File: config.mk
export PLATFORM = sky130hd
export DESIGN_NAME = seq_detector_param
export DESIGN_NICKNAME = d
export VERILOG_FILES = /design/src/rtl/seq_detector_param.sv
export SDC_FILE = /design/constraint.sdc
export NUM_CORES = 1
export LEC_CHECK = 0
export ABC_AREA = 1
export ABC_CLOCK_PERIOD_IN_PS = 1200
export BUFFER_PORTS_ARGS = -buffer_cell sky130_fd_sc_hd__buf_2
export CAP_MARGIN = 20
export CORE_AREA = 2 2 39 41
export CTS_BUF_LIST = sky130_fd_sc_hd__clkbuf_8
export DETAILED_ROUTE_END_ITERATION = 8
export DIE_AREA = 0 0 41 43
export MAX_ROUTING_LAYER = met4
export PLACE_DENSITY = 0.67
export SYNTH_ARGS = -nofsm -noshare
export SYNTH_HDL_FRONTEND = slang
export SYNTH_SLANG_ARGS = --single-unit
File: constraint.sdc
create_clock -name clk -period 1.2 [get_ports clk]
set_clock_uncertainty 0.2 [all_clocks]
set_input_delay 0.06 -clock clk [delete_from_list [all_inputs] [get_ports clk]]
set_output_delay 0.06 -clock clk [all_outputs]
set_load 0.005 [all_outputs]
File: src/rtl/seq_detector_param.sv
// Serial sequence detector: a W-bit sliding window is compared to a run-time loadable pattern.
// Optional saturating match counter is built when SEQ_DET_MATCH_COUNT_EN is defined.
module seq_detector_param #(
    parameter int              W       = 4,
    parameter logic [W-1:0]    PATTERN = 4'b1011,
    parameter int              CNT_W   = 8
) (
    input  logic         clk,
    input  logic         reset,
    input  logic         run,
    input  logic         valid,
    input  logic         overlap,
    input  logic         load,
    input  logic [W-1:0] pattern_in,
    output logic         Y,
    output logic [1:0]   state
`ifdef SEQ_DET_MATCH_COUNT_EN
    ,
    input  logic             cnt_clr,
    output logic [CNT_W-1:0] match_cnt
`endif
);

    localparam int FILL_W = $clog2(W + 1);
    localparam logic [FILL_W-1:0] FILL_MAX = FILL_W'(W);

    typedef enum logic [1:0] {
        ST_IDLE  = 2'd0,
        ST_FILL  = 2'd1,
        ST_ARMED = 2'd2
    } state_e;

    logic [W-1:0]      pat_q, pat_d;
    logic [W-1:0]      sr_q, sr_d;
    logic [FILL_W-1:0] fill_q, fill_d;
    logic              y_q, y_d;
    logic [W-1:0]      sr_n;
    logic [FILL_W-1:0] fill_n;
    logic              match;
    state_e            state_s;

    always_comb begin
        pat_d  = pat_q;
        sr_d   = sr_q;
        fill_d = fill_q;
        y_d    = 1'b0;
        match  = 1'b0;
        sr_n   = {sr_q[W-2:0], run};
        fill_n = (fill_q == FILL_MAX) ? FILL_MAX : fill_q + 1'b1;
        if (load) begin
            pat_d  = pattern_in;
            sr_d   = '0;
            fill_d = '0;
        end else if (valid) begin
            match = (fill_n == FILL_MAX) && (sr_n == pat_q);
            sr_d  = sr_n;
            if (match) begin
                y_d = 1'b1;
                // Non-overlapping mode empties the window; stale sr bits are masked by fill.
                fill_d = overlap ? FILL_MAX : '0;
            end else begin
                fill_d = fill_n;
            end
        end
    end

    always_ff @(posedge clk) begin
        if (reset) begin
            pat_q  <= PATTERN;
            sr_q   <= '0;
            fill_q <= '0;
            y_q    <= 1'b0;
        end else begin
            pat_q  <= pat_d;
            sr_q   <= sr_d;
            fill_q <= fill_d;
            y_q    <= y_d;
        end
    end

    always_comb begin
        if (fill_q == '0)
            state_s = ST_IDLE;
        else if (fill_q == FILL_MAX)
            state_s = ST_ARMED;
        else
            state_s = ST_FILL;
    end

    assign state = state_s;
    assign Y     = y_q;

`ifdef SEQ_DET_MATCH_COUNT_EN
    logic [CNT_W-1:0] cnt_q, cnt_d;

    function automatic logic [CNT_W-1:0] sat_inc(input logic [CNT_W-1:0] v);
        return (&v) ? v : v + 1'b1;
    endfunction

    // A clear coinciding with a match leaves that match counted.
    always_comb begin
        cnt_d = cnt_q;
        if (cnt_clr)
            cnt_d = match ? CNT_W'(1) : '0;
        else if (match)
            cnt_d = sat_inc(cnt_q);
    end

    always_ff @(posedge clk) begin
        if (reset)
            cnt_q <= '0;
        else
            cnt_q <= cnt_d;
    end

    assign match_cnt = cnt_q;
`endif

endmodule

==> results of run 1 <==
stage by stage:
stage / util (%) / instance area [um2]
global placement: 50.0 / 692
global route: 70.0 / 968
CTS: 67.3 / 931
floorplan: - / 597
finish: 70.0 / 968
detailed placement: 50.0 / 692
placed cells by master, fill, tap and decap left out, drive strengths merged:
master	synthesis	final
buf	1	18
dlygate4sd3	0	15
ha	2	2
clkbuf	0	3
dfxtp	11	11
nor3	1	1
o21ai	7	7
inv	20	21
a21oi	9	9
nor2	4	4
o211ai	2	2
nand2	19	19
nand3	4	4
power groups by stage:
stage	clock network, uW	logic (uW)	registers (uW)
floorplan	0	83.2	401
global placement	0	119	402
detailed placement	0	120	403
CTS	378	175	395
global route	408	212	398
finish	372	193	396
metal layers:
layer  up-vias  global-route usage, %  part of all wire [%]
met4         0                   14.0                   3.4
met3         9                   6.28                   3.2
li1        319                      -                     -
met1       279                   25.9                    44
met5         -                      -                     0
met2        10                   30.9                    49
worst max-delay path: cells and delay by family (launching register included):
kind / cells / cell delay, ns
adders and majority gates: 1 / 0.14
and+or+nand+nor: 4 / 0.31
AOI/OAI and AO/OA: 1 / 0.07
buffers and inverters: 2 / 0.19
DFF: 1 / 0.33
area by class of cell:
cell class                 instances  area, um2
fill                             107        415
multi-input combinational         48        330
timing repair buffer              33        273
sequential                        11        223
inverter                          20       77.6
clock buffer                       3       41.3
tap                               16       20.0
clock inverter                     1       3.75
sequential cells by signal (all words and copies together) (netlist names):
signal  count
pat_q       4
fill_q      3
sr_q        3
Y           1
cell families (layout without fill, tap and decap cells):
group | count (synthesis) | in the layout | share of synthesized area [%]
AOI/OAI and AO/OA | 18 | 18 | 17.6
DFF | 11 | 11 | 39.1
and+or+nand+nor | 28 | 28 | 23.8
adders and majority gates | 2 | 2 | 4.44
buffers and inverters | 21 | 57 | 15.1
path summary, 6_finish.rpt:
check                               start         to  slack (ns)  cells past startpoint
worst max-delay path            fill_q[1]  fill_q[2]       -0.15                      8
worst min-delay path                valid  fill_q[2]        0.04                      4
worst max register to register  fill_q[1]  fill_q[2]       -0.15                      8
worst min register to register    sr_q[2]    sr_q[2]        0.28                      2
timing repair:
item | in CTS | in global routing
setup endpoints to repair | 5 | 9
gates resized for setup | 8 | 9
pin swaps | 5 | 3
setup buffers | 2 | 1
hold endpoints to repair | 10 | 5
hold buffers | 15 | 2
==> summary.md, run 1 <==
| Metric | Value |
|---|---|
| Run status | `finished, violations left` |
| Failing checks | `setup timing` |
| Part of the power in the clock network | `a little under 40%` |
| Number of distinct library cells after synthesis | `18` |
| Maximum fanout along the worst path | `3` |
| Leakage | `about 0.00047 uW` |
| DRT antenna net count | `0` |
| Max frequency | `around 740 MHz` |
| TNS Setup | `-0.783 ns` |
| Async S/R FF share, synth | `0%` |
| Pwr Total | `961 uW` |
| Top post-synthesis cells by area | `dfxtp_1, inv_1, nand2_1, a21oi_1, o21ai_0` |
| Kind of critical path | `reg2reg` |
| Initial antenna violation count | `0` |
| Net count of the mapped netlist | `92` |
| Routed vias | `~620` |
| Fin worst setup slack | `-0.152 ns` |
| CTS buffer count | `3` |
| H-tree depth | `1` |
| Max-cap violation count | `0` |
| CTS tree | `built` |
| Comb power frac | `20.1%` |
| Yosys warns | `0` |
| Slowest cell on crit path | `dfxtp_2` |
| Sw Ratio | `26.0%` |
| Routed WL | `around 1400 um` |
| Initial Utilization | `between 40% and 50%` |
| Area Growth Syn to Fin | `72.0%` |
| Net Switching | `between 200 and 250 uW` |
| Post-synth top flop | `dfxtp_1` |
| First-pass GRT wire length | `about 2400 um` |
| DR pass1 iterations | `4` |
| Pin count of the biggest net entering global routing | `7` |
| Die Y | `approximately 43 um` |
| Power per cell area | `about 1000 nW/um2` |
| Clock Sink Count | `11` |
| VDD IR max | `0.000802 V` |
| Cells after Synth | `80` |
| Fin crit period | `1.35 ns` |
| Most frequent cells after synthesis | `inv_1, nand2_1, dfxtp_1` |
| Layout cells sized above 1 | `38.8%` |
| # setup viols final | `9` |
| Clk root buf | `clkbuf_8` |
| Critical Path AT | `1.28 ns` |
| Min-delay worst type | `in2reg` |
| Max-slew violations | `0` |
| Final worst path period share | `113%` |
| Cell chain of the critical path | `inv_2, ha_4, nand2_4, buf_6, nand3_4, nand3_4, nor2_4, a21oi_1` |
| Non-filler cells, final | `between 100 and 150` |
| Worst-path clk slew | `0.05 ns` |
| RSZ-0062 raised after global routing | `true` |
| Post-synthesis sequential area ratio | `between 30% and 40%` |
| IO Pins | `13` |
| Startpoint Class | `register` |
| Grt ovf | `0` |
| Mean post-synth cell area | `between 7 and 8 um2` |
| Worst Path Required | `about 1.1 ns` |
| Worst slew margin | `between 80% and 90%` |
| Chip width | `41 um` |
| Placed cell count | `110` |
| Post-Syn Area | `around 560 um2` |
| Most used cell, CP | `nand3_4` |
| Worst slew pin tran | `0.219 ns` |
| Hold slack | `just under 0.04 ns` |
| Clock Latency Late Sink | `about 0.24 ns` |
| DRC errors left | `0` |
| Top-area cell type share of the netlist area | `39.1%` |
| Avg Vias per Cell | `roughly 4.7` |
| Row cnt | `14` |
| Largest area contributor in the netlist | `dfxtp_1` |
| Vias in the first global route | `585` |
| Detailed Place HPWL | `814 um` |
| Die ar. | `1760 um2` |
| Register share of total power | `41.2%` |
| RePlAce Congestion | `slightly above 0.7` |
| P_int | `712 uW` |
| Core area | `roughly 1400 um2` |
| Post-synth EDFFs | `0` |
| Port Buffer Count | `12` |
| Clock tree buffer depth | `2` |
| Nets | `approximately 130` |
| Gr usage total | `approximately 22%` |
| Final Hold Vio Count | `0` |
| CP peak stage delay | `approximately 0.33 ns` |
| Avg WL per Cell | `~11 um` |
| Synth Register Bits | `11` |
| Dpl ws | `-0.0788 ns` |
| Crit end category | `register` |
| Antenna cells | `0` |
| Initial drt markers | `8` |
No activity file was read; power rests on OpenSTA's default activity.
==> run 2: changes to the inputs <==
Settings changed: ABC_CLOCK_PERIOD_IN_PS 1200 to 1330, CORE_AREA 2 2 39 41 to 10 10 47 49, DIE_AREA 0 0 41 43 to 0 0 57 59, PLACE_DENSITY 0.67 to 0.64, TNS_END_PERCENT set to 20.
Clock period 1.2 ns to 1.33 ns, I/O delays scaled along.
==> summary.md, run 2 (same netlist as run 1, synthesis figures left out) <==
| Metric | Value |
|---|---|
| Run status | `finished clean` |
| Crit end category | `output pin` |
| Max-cap violation count | `0` |
| RSZ-0062 raised after global routing | `true` |
| # fillers | `around 130` |
| DRC errors left | `0` |
| Nets | `117` |
| VDD IR max | `~0.00057 V` |
| Initial drt markers | `3` |
| Pin count of the biggest net entering global routing | `10` |
| CTS tree | `built` |
| Clock Sink Count | `11` |
| Area Growth Syn to Fin | `47.6%` |
| Layout cells sized above 1 | `36.5%` |
| Area of the multi-input gates | `approximately 290 um2` |
| DRT antenna net count | `0` |
| Maximum fanout along the worst path | `3` |
| Worst hold stages | `2` |
| Min-delay worst type | `in2reg` |
| Power per cell area | `976 nW/um2` |
| Core area | `between 1000 and 1500 um2` |
| Hold endpoint | `pat_q[0]` |
| Storage cell area | `about 220 um2` |
| Avg Vias per Cell | `roughly 4.7` |
| RePlAce Congestion | `0.775` |
| Final Util | `between 50% and 60%` |
| Leakage | `between 0.0004 and 0.0005 uW` |
| Max reg flops | `4` |
| Max frequency | `slightly below 800 MHz` |
| Worst reg2reg endpoint | `fill_q[2]` |
| Worst R2R Path Depth | `7` |
| DR pass1 iterations | `3` |
| Port Buffer Count | `12` |
| Most frequent cells in the layout | `nand2_1, inv_1, dfxtp_1` |
| Startpoint Class | `register` |
| Final instance area | `roughly 830 um2` |
| Clock Latency Late Sink | `roughly 0.24 ns` |
| R2R setup slack | `0.06 ns` |
| Final Hold Vio Count | `0` |
| Critical Path AT | `approximately 1.0 ns` |
| Hold slack | `0.0475 ns` |
| H-tree depth | `1` |
| Routed vias | `between 500 and 600` |
| Detailed Place HPWL | `873 um` |
| Final worst path period share | `a little over nine tenths` |
| Initial Utilization | `40.2%` |
| Worst Path Required | `1.06 ns` |
| Die ar. | `3360 um2` |
| R2r startpoint | `fill_q[0]` |
| IO Pins | `13` |
| Non-filler cells, final | `120` |
| Commonest non-fill, non-tap cell in the layout | `nand2_1` |
| Clock tree buffer depth | `2` |
| Clk root buf | `clkbuf_8` |
| # setup viols final | `0` |
| Placed cell count | `roughly 110` |
| Vias in the first global route | `between 500 and 600` |
| Regs by FF count | `pat_q (4), fill_q (3), sr_q (3)` |
| Max-slew violations | `0` |
| Worst slew margin | `roughly 86%` |
| Fin crit period | `about 1.3 ns` |
| Grt ovf | `0` |
| Initial antenna violation count | `0` |
| Chip width | `~57 um` |
| Gr usage total | `under 10%` |
| Routed WL | `about 1200 um` |
| Post-DP Area | `between 600 and 700 um2` |
| Hold_sp | `load` |
| Pwr Total | `approximately 810 uW` |
| First-pass GRT wire length | `between 2000 and 2500 um` |
| Row cnt | `14` |
| Kind of critical path | `reg2out` |
| Worst-path clk slew | `0.05 ns` |
| Avg WL per Cell | `roughly 10 um` |
| CTS buffer count | `3` |
| Worst slew pin tran | `around 0.21 ns` |
| Antenna cells | `0` |
| Die Y | `59 um` |
| Biggest register | `pat_q` |
## run 2: cell count changes in the layout (fill, tap and decap cells not counted), sizes merged
cell | before | now
buf | 18 | 12
dlygate4sd3 | 15 | 8
dlymetal6s4s | 0 | 1
## run 2: worst max-delay path by stage
stage | startpoint | endpoint | cells past startpoint
final | fill_q[0] | state[0] | 5
after global routing | fill_q[0] | fill_q[2] | 7
after CTS | fill_q[1] | state[0] | 5
after detailed placement | fill_q[0] | fill_q[2] | 6
after global placement | fill_q[0] | fill_q[2] | 6
after floorplan | fill_q[0] | fill_q[2] | 6
## run 2: layout make-up
type,instances,share of cell area [%]
clock inverters,1,0.452
well taps,16,2.41
flip-flops and latches,11,26.8
repair buffers,21,20.5
clock buffers,3,4.97
inverters,20,9.64
multi-input cells,48,35.2
## run 2: where the power goes
part / switching, uW / internal, uW / leakage (uW)
combinational: 66.2 / 69.1 / 0.000309
sequential: 10.8 / 347 / 0.0000913
clock: 116 / 202 / 0.0000269
## run 2: worst max-delay path: stages (launching register included)
cell	delay [ns]
dfxtp_2	0.34
inv_2	0.05
ha_4	0.16
buf_6	0.11
inv_2	0.04
buf_6	0.08
## run 2: timing repair
| item | 4_1_cts | 5_1_grt |
|---|---|---|
| hold buffers | 9 | 0 |
| resized for setup | 8 | 15 |
| hold endpoints to repair | 10 | 0 |
| pin swaps | 2 | 5 |
| endpoints found under the setup margin | 4 | 6 |
| setup buffers | 0 | 1 |
## run 2: layer usage
layer	GRT usage [%]	vias to the layer above	share of wire (%)
met5	-	-	0
met4	6.04	0	2.9
met3	2.15	5	5.8
met2	14.0	16	48
met1	7.73	240	44
li1	-	297	-
## run 2: per-stage QoR
step           setup WS, ns  TNS (ns)
3_3_place_gp        -0.0446   -0.0446
2_1_floorplan        0.0245         0
4_1_cts              0.0119         0
6_report             0.0420         0
5_1_grt             -0.0134   -0.0272
3_5_place_dp        -0.0715   -0.0787
